## src/rtl/lc3b_line_word_bridge.sv

```systemverilog
// lc3b_line_word_bridge
//   Responder on the cache's 128-bit line port; initiator on a 16-bit word
//   memory port. Each line read/write becomes eight sequential word beats,
//   optionally separated by GAP_CYCLES idle cycles.
//
// Ports
//   clk, reset_n        : clock, asynchronous active-low reset
//   pmem_address/read/write/wdata : line request (level, held until pmem_resp)
//   pmem_rdata, pmem_resp          : assembled read line, one-cycle completion
//   wmem_address/read/write/wdata/byte_enable : word request (level)
//   wmem_rdata, wmem_resp          : word read data, one-cycle word completion
module lc3b_line_word_bridge #(
  parameter int unsigned GAP_CYCLES = 0
) (
  input  logic         clk,
  input  logic         reset_n,
  input  logic [15:0]  pmem_address,
  input  logic         pmem_read,
  input  logic         pmem_write,
  input  logic [127:0] pmem_wdata,
  output logic [127:0] pmem_rdata,
  output logic         pmem_resp,
  output logic [15:0]  wmem_address,
  output logic         wmem_read,
  output logic         wmem_write,
  output logic [15:0]  wmem_wdata,
  output logic [1:0]   wmem_byte_enable,
  input  logic [15:0]  wmem_rdata,
  input  logic         wmem_resp
);

  typedef enum logic [2:0] {
    S_IDLE,
    S_BEAT,
    S_GAP,
    S_RESP,
    S_DRAIN
  } state_t;

  localparam logic [2:0] GAP_LAST = (GAP_CYCLES > 0) ? 3'(GAP_CYCLES - 1) : 3'd0;

  state_t           state_q, state_d;
  logic [11:0]      line_q;
  logic [2:0]       beat_q;
  logic [2:0]       gap_q;
  logic             dir_rd_q;
  logic [7:0][15:0] wdata_q;
  logic [7:0][15:0] rdata_q;
  logic             strobe;

  always_ff @(posedge clk or negedge reset_n) begin
    if (!reset_n) state_q <= S_IDLE;
    else          state_q <= state_d;
  end

  always_comb begin
    state_d = state_q;
    unique case (state_q)
      S_IDLE:  if (pmem_read || pmem_write) state_d = S_BEAT;
      S_BEAT: begin
        if (wmem_resp) begin
          if (beat_q == 3'd7)      state_d = S_RESP;
          else if (GAP_CYCLES > 0) state_d = S_GAP;
          else                     state_d = S_BEAT;
        end
      end
      S_GAP:   if (gap_q == GAP_LAST) state_d = S_BEAT;
      S_RESP:  state_d = S_DRAIN;
      S_DRAIN: state_d = S_IDLE;
      default: state_d = S_IDLE;
    endcase
  end

  always_ff @(posedge clk or negedge reset_n) begin
    if (!reset_n) begin
      line_q   <= '0;
      beat_q   <= '0;
      gap_q    <= '0;
      dir_rd_q <= 1'b0;
      wdata_q  <= '0;
      rdata_q  <= '0;
    end else begin
      unique case (state_q)
        S_IDLE: begin
          if (pmem_read || pmem_write) begin
            line_q   <= pmem_address[15:4];
            dir_rd_q <= pmem_read;
            beat_q   <= '0;
            gap_q    <= '0;
            if (!pmem_read) wdata_q <= pmem_wdata;
          end
        end
        S_BEAT: begin
          if (wmem_resp) begin
            // Read words land directly in the output line, so pmem_rdata keeps
            // the previous line until this read's first word is captured.
            if (dir_rd_q) rdata_q[beat_q] <= wmem_rdata;
            if (beat_q != 3'd7) beat_q <= beat_q + 3'd1;
            gap_q <= '0;
          end
        end
        S_GAP:   gap_q <= gap_q + 3'd1;
        default: ;
      endcase
    end
  end

  // Outputs come only from registers and the state decode.
  assign strobe           = (state_q == S_BEAT);
  assign wmem_read        = strobe && dir_rd_q;
  assign wmem_write       = strobe && !dir_rd_q;
  assign wmem_byte_enable = strobe ? 2'b11 : 2'b00;
  assign wmem_address     = {line_q, beat_q, 1'b0};
  assign wmem_wdata       = wdata_q[beat_q];
  assign pmem_rdata       = rdata_q;
  assign pmem_resp        = (state_q == S_RESP);

endmodule
```

## config.mk

```make
export PLATFORM = sky130hd
export DESIGN_NAME = lc3b_line_word_bridge
export DESIGN_NICKNAME = d
export VERILOG_FILES = /design/src/rtl/lc3b_line_word_bridge.sv
export SDC_FILE = /design/constraint.sdc
export NUM_CORES = 1
export LEC_CHECK = 0
export CAP_MARGIN = 20
export CORE_MARGIN = 5
export CORE_UTILIZATION = 29
export DETAILED_ROUTE_END_ITERATION = 12
export SETUP_SLACK_MARGIN = 0.2
export SYNTH_ARGS = -nofsm -noshare
export SYNTH_HDL_FRONTEND = slang
export SYNTH_SLANG_ARGS = --single-unit
```

## constraint.sdc

```tcl
create_clock -name clk -period 4.2 [get_ports clk]
set_input_delay 0.63 -clock clk [delete_from_list [all_inputs] [get_ports clk]]
set_output_delay 0.63 -clock clk [all_outputs]
set_load 0.1 [all_outputs]
```

==> flow_summary.rst, run 1 <==
.. list-table::
   :header-rows: 1

   * - Metric
     - Value
   * - Result of the run
     - finished clean
   * - Average vias per placed instance
     - 4.63
   * - Syn avg cell area
     - 15.4 µm²
   * - Worst-path cell with the longest stage delay
     - clkdlybuf4s50_1
   * - Horizontal die dimension
     - 210 µm
   * - Global-route wire length before repair
     - 51100 µm
   * - Cts-stage hold buffer count
     - 0
   * - Number of iterations in the first detailed-routing pass
     - 4
   * - Crit Path Max Fanout
     - 11
   * - Max Freq
     - 274 MHz
   * - Clock latency on the worst-skew pair
     - 0.56 ns
   * - Total clock buffers created by CTS
     - 31
   * - Iteration-0 DRC Markers
     - 320
   * - Share of the synthesized area in the top cell type
     - 0.598
   * - Path class of the lowest-slack min-delay path
     - input port to asynchronous set/reset pin
   * - Remaining max-slew budget at the tightest pin
     - 0.300
   * - Drc violations
     - 0
   * - Cell family with most CP delay
     - buffers and inverters
   * - Cell at the root of the clock tree
     - clkbuf_16
   * - Final wirelength
     - 33700 µm
   * - Clk slew on worst S/H paths
     - 0.06 ns
   * - H-tree levels
     - 1
   * - Longest individual stage delay on the worst path
     - 0.98 ns
   * - Fraction of final layout cells sized beyond drive strength 1
     - 0.354
   * - Placer's final routability congestion estimate
     - 0.770
   * - Site row count
     - 73
   * - Number of nets in the layout
     - 1249
   * - Multi-input logic area
     - 4420 µm²
   * - Total negative setup slack
     - 0 ns
   * - Critical path data required time
     - 3.57 ns
   * - Total Routing Usage GR
     - 0.149
   * - Sequential Area
     - 6960 µm²
   * - Placed wire-length estimate
     - 24500 µm
   * - Number of top-level pins
     - 330
   * - YS warnings
     - 0
   * - Max_cap viols
     - 0
   * - Most common cell in the synthesized netlist
     - dfrtp_1
   * - Final number of max-transition violations
     - 0
   * - Fillers
     - 3748
   * - DRT antenna net count
     - 0
   * - Fin Clk Skew
     - 0.0165 ns
   * - Path type of the worst setup path
     - flop to primary output
   * - Synth Instances
     - 756
   * - Routed length per instance
     - 20.7 µm
   * - Flip-flop and latch count after synthesis
     - 278
   * - Number of vias in the routed layout
     - 7550
   * - Cell type with the highest aggregate area in the netlist
     - dfrtp_1
   * - Relative area change from synthesis to final layout
     - 41.4%
   * - Top post-synthesis cells by area
     - dfrtp_1, mux2_2, mux4_2
   * - Synth Flop Type
     - dfrtp_1
   * - Kind of capture point of the worst setup path
     - primary output
   * - Slack of the worst reg-to-reg path
     - 1.41 ns
   * - RSZ-0062 raised after global routing
     - no
   * - Data arrival time of the worst path
     - 3.02 ns
   * - Logic depth of the worst register-to-register path
     - 3
   * - Total grt overflow
     - 0
   * - Utilization after layout
     - 0.414
   * - Crit path time final
     - 3.65 ns
   * - Post-synthesis net count
     - 925
   * - Worst path buffer plus inverter count
     - 1
   * - Number of enable flip-flop cells after synthesis
     - 0
   * - Crit-path cells
     - mux4_2 -> mux2_2 -> clkdlybuf4s50_1
   * - Unique masters post-synth
     - 46
   * - Slew of the pin with the lowest slew margin
     - 1.05 ns
   * - Most frequent cells after synthesis
     - dfrtp_1, mux2_2, buf_2
   * - Ratio of final minimum period to clock period
     - 0.868
   * - Setup violators final
     - 0
   * - Setup repair bufs after CTS
     - 0
   * - Startpoint of the worst register-to-register path
     - beat_q[0]
   * - Number of resized instances in the post-cts repair step
     - 0
   * - Maximum number of pins on one net before global-route repair
     - 129
   * - Hold Vio Cnt, Final
     - 0
   * - TritonCTS clock tree
     - built
   * - Via count of the first global-routing pass
     - 8149
   * - Critical Path Source Type
     - flop
   * - Clock Sinks
     - 278
   * - Sequential fraction of the synthesis area
     - 0.598
   * - Worst R2R End
     - pmem_rdata[54]
   * - Number of antenna violations at the first check in global routing
     - 9
   * - Post-synth ARST share
     - 1.00
   * - Buffers added on ports
     - 324
   * - Die extent in y
     - 210 µm
   * - Core Footprint
     - 39700 µm²
   * - Clock Path Buffers
     - 3
   * - Post-synthesis instance area
     - 11600 µm²
   * - Die area
     - 44200 µm²
   * - Initial Utilization
     - 0.293
placed cells by master, fill, tap and decap left out, types with 3 or more instances in the layout:
master | Yosys | layout
o21ai_0 | 7 | 3
nor3_1 | 3 | 3
mux4_2 | 12 | 12
a221oi_1 | 5 | 5
clkbuf_8 | 0 | 8
dfrtp_1 | 278 | 275
o21ai_1 | 0 | 4
ha_1 | 4 | 4
nor2b_1 | 8 | 7
mux2i_1 | 6 | 6
clkinv_2 | 0 | 6
dfrtp_2 | 0 | 3
clkdlybuf4s50_1 | 0 | 309
diode_2 | 0 | 3
a221o_1 | 3 | 3
and2_1 | 4 | 4
mux2_4 | 10 | 10
inv_1 | 6 | 6
nand2_1 | 14 | 14
and3_1 | 4 | 4
nand3_1 | 7 | 6
nand2_2 | 3 | 3
bufinv_16 | 0 | 3
mux2_2 | 277 | 277
buf_4 | 3 | 26
a22o_1 | 8 | 8
clkbuf_1 | 8 | 7
a21oi_1 | 6 | 6
clkbuf_16 | 0 | 31
a22oi_1 | 9 | 9
nor2_1 | 11 | 11
state kept, by name, summed over array words and instances (netlist names):
register and cells:
dir_rd_q 1, gap_q 3, line_q 12, wdata_q 128, pmem_rdata 128, beat_q 3
state_q 3
routing by layer:
layer	GRT usage	wire, µm
met1	0.182	13700
met2	0.244	15600
met3	0.0692	3710
met4	0.0279	629
met5	0	80
through the flow:
stage               hold slack [ns]  worst slack, ns  instance area [µm²]  cells
floorplan                     0.334            0.247                11600    756
global placement              0.467             1.08                15400   1572
detailed placement            0.479             1.07                15400   1572
CTS                           0.162            0.458                16400   1628
global route                  0.197            0.313                16400   1628
finish                        0.127            0.553                16400   1631
worst reg2reg max path, stage by stage (launching register included):
cell,delay [ns]
dfrtp_2,0.77
nor2b_1,0.60
nand2_1,0.76
mux2_2,0.53
cells by family (layout without fill, tap and decap cells):
kind of cell,Yosys count,after routing,share of synthesized area
compound gates,53,53,0.0343
fa+ha+maj,4,4,0.00430
buf+inv,53,400,0.0244
flops,278,278,0.598
mux,306,306,0.310
other cells,1,4,0.000322
simple gates,61,61,0.0282
final cells by class:
type,count,share of cell area
antenna,3,0.000456
clock buffer,46,0.0555
clock inverter,10,0.00776
inverter,6,0.00137
multi-input combinational,425,0.269
sequential,278,0.423
tap,525,0.0399
timing repair buffer,338,0.203
worst max path at each step:
stage / start / endpoint / slack (ns) / cells past startpoint
final: beat_q[1] / wmem_wdata[13] / 0.55 / 3
after global routing: beat_q[1] / wmem_wdata[4] / 0.31 / 6
after CTS: beat_q[1] / wmem_wdata[4] / 0.46 / 6
after detailed placement: beat_q[1] / wmem_wdata[4] / 1.07 / 6
after global placement: beat_q[1] / wmem_wdata[4] / 1.08 / 6
after floorplan: beat_q[2] / wmem_wdata[10] / 0.25 / 7
Power of run 1 is left out: the tool's default activity adds up to more than one toggle a clock period on the data nets, which glitch-free logic cannot reach.
==> inputs of run 2 (changes only) <==
Settings changed: REMOVE_ABC_BUFFERS set to 1.
Clock period 4.2 ns to 4.6 ns, I/O delays scaled along.
==> run 2 against run 1 <==
- die area unchanged
- global-route usage fell by 0.54 points
- critical endpoint is now wmem_wdata[8]
- highest routed layer unchanged
- non-clock buffer count decreased by 2
==> flow_summary.rst, run 2 (synthesis gave the netlist of run 1 again) <==
.. list-table::
   :header-rows: 1

   * - Metric
     - Value
   * - Result of the run
     - finished clean
   * - Relative area change from synthesis to final layout
     - 41.5% (about the same)
   * - Clock Sinks
     - 278 (unchanged)
   * - Number of vias in the routed layout
     - 7489 (-0.81%)
   * - Smallest setup slack after layout
     - 0.680 ns (+0.127 ns)
   * - Routed length per instance
     - 20.0 µm (-3.3%)
   * - Max Freq
     - 255 MHz
   * - Number of top-level pins
     - 330 (unchanged)
   * - Final wirelength
     - 32600 µm (-3.4%)
   * - Critical path data required time
     - 3.91 ns (+0.34 ns)
   * - Cell at the root of the clock tree
     - clkbuf_16
   * - Fraction of final layout cells sized beyond drive strength 1
     - 0.347 (-0.00662)
   * - Crit path time final
     - 3.92 ns
   * - Initial Utilization
     - 0.293 (unchanged)
   * - Clock latency on the worst-skew pair
     - 0.55 ns (about the same)
   * - RSZ-0062 raised after global routing
     - no
   * - Total grt overflow
     - 0 (unchanged)
   * - Buffers added on ports
     - 324 (unchanged)
   * - Setup repair bufs after CTS
     - 0 (unchanged)
   * - Number of nets in the layout
     - 1247 (-0.16%)
   * - Post-placement worst setup slack
     - 1.23 ns (+0.168 ns)
   * - Kind of capture point of the worst setup path
     - primary output
   * - Instance area after placement
     - 15400 µm² (about the same)
   * - Cts-stage hold buffer count
     - 0 (unchanged)
   * - Number of iterations in the first detailed-routing pass
     - 5 (+1)
   * - Commonest non-fill, non-tap cells in the layout
     - clkdlybuf4s50_1, mux2_2, dfrtp_1
   * - Iteration-0 DRC Markers
     - 285 (-11%)
   * - Crit Path Max Fanout
     - 15 (+4)
   * - Setup violators final
     - 0 (unchanged)
   * - Path type of the worst setup path
     - flop to primary output
   * - Site row count
     - 73 (unchanged)
   * - Ratio of final minimum period to clock period
     - 0.852
   * - Data arrival time of the worst path
     - 3.23 ns (+0.21 ns)
   * - TritonCTS clock tree
     - built
   * - Path class of the lowest-slack min-delay path
     - input port to asynchronous set/reset pin
   * - DRT antenna net count
     - 0 (unchanged)
   * - Number of resized instances in the post-cts repair step
     - 0 (unchanged)
   * - Total Routing Usage GR
     - 0.143 (-0.00539)
   * - Clock Path Buffers
     - 3 (unchanged)
   * - Horizontal die dimension
     - 210 µm (unchanged)
   * - Final instance area
     - 16500 µm² (about the same)
   * - H-tree levels
     - 1 (unchanged)
   * - Placer's final routability congestion estimate
     - 0.746 (-3.1%)
   * - Clk slew on worst S/H paths
     - 0.06 ns (about the same)
   * - Remaining max-slew budget at the tightest pin
     - 0.291 (-0.00882)
   * - Final number of max-transition violations
     - 0 (unchanged)
   * - Slew of the pin with the lowest slew margin
     - 1.06 ns (+0.0132 ns)
   * - Maximum number of pins on one net before global-route repair
     - 105 (-19%)
   * - Commonest non-fill, non-tap cell in the layout
     - clkdlybuf4s50_1
   * - Global-route wire length before repair
     - 49300 µm (-3.6%)
   * - Placed wire-length estimate
     - 22900 µm (-6.6%)
   * - Average vias per placed instance
     - 4.59 (-0.75%)
   * - Number of antenna violations at the first check in global routing
     - 9 (unchanged)
   * - Critical Path Source Type
     - flop
   * - Core Footprint
     - 39700 µm² (unchanged)
   * - Via count of the first global-routing pass
     - 7812 (-4.1%)
   * - Total clock buffers created by CTS
     - 31 (unchanged)
   * - Die area
     - 44200 µm² (unchanged)
   * - Drc violations
     - 0 (unchanged)
   * - Fin Clk Skew
     - 0.0106 ns (-0.00595 ns)
   * - Hold Vio Cnt, Final
     - 0 (unchanged)
   * - Die extent in y
     - 210 µm (unchanged)
   * - Max_cap viols
     - 0 (unchanged)
-- run 2: cell count changes in the layout (fill, tap and decap cells not counted), sizes merged --
| cell | delta |
|---|---|
| buf | -7 |
| clkdlybuf4s50 | +5 |
| clkbuf | +2 |
| diode | +1 |
| bufinv | -1 |
| clkinvlp | -1 |
-- run 2: path summary, 6_finish.rpt --
kind | from | slack, ns | depth (start not counted) | endpoint
max | beat_q[1] | 0.68 | 4 | wmem_wdata[8]
min | reset_n | 0.15 | 1 | pmem_rdata[30]
max reg2reg | beat_q[2] | 1.91 | 4 | pmem_rdata[44]
min reg2reg | wdata_q[30] | 0.50 | 1 | wdata_q[30]
max in group asynchronous | reset_n | 3.45 | 2 | pmem_rdata[124]
min in group clk | wdata_q[30] | 0.50 | 1 | wdata_q[30]
-- run 2: final cells by class --
type / instances / area, µm²
multi-input combinational: 425 / 4400
fill: 3703 / 23300
clock buffer: 48 / 960
clock inverter: 8 / 93.8
antenna: 4 / 10.0
inverter: 6 / 22.5
sequential: 278 / 6960
tap: 525 / 657
timing repair buffer: 336 / 3350
-- run 2: metal layers --
layer,vias to the layer above,part of all wire,global-route usage
met4,10,0.022,0.0333
met3,55,0.079,0.0460
met1,3791,0.42,0.186
li1,3404,-,-
met2,229,0.48,0.235
met5,-,0.0017,0
-- run 2: through the flow --
| step | util | setup TNS, ns | hold WS [ns] | std cells |
|---|---|---|---|---|
| after floorplan | - | -54.16 | 0.394 | 709 |
| after global placement | 0.388 | 0 | 0.483 | 1570 |
| after detailed placement | 0.388 | 0 | 0.489 | 1570 |
| after CTS | 0.414 | 0 | 0.135 | 1626 |
| after global routing | 0.414 | 0 | 0.172 | 1629 |
| final | 0.414 | 0 | 0.145 | 1630 |
-- run 2: worst max-delay path, cell delays in order, from the launching register on --
cell and delay (ns):
dfrtp_2 0.50, buf_4 0.36, mux4_2 0.55, mux2_2 0.28, clkdlybuf4s50_1 0.97
Power of run 2 is left out for the same reason.
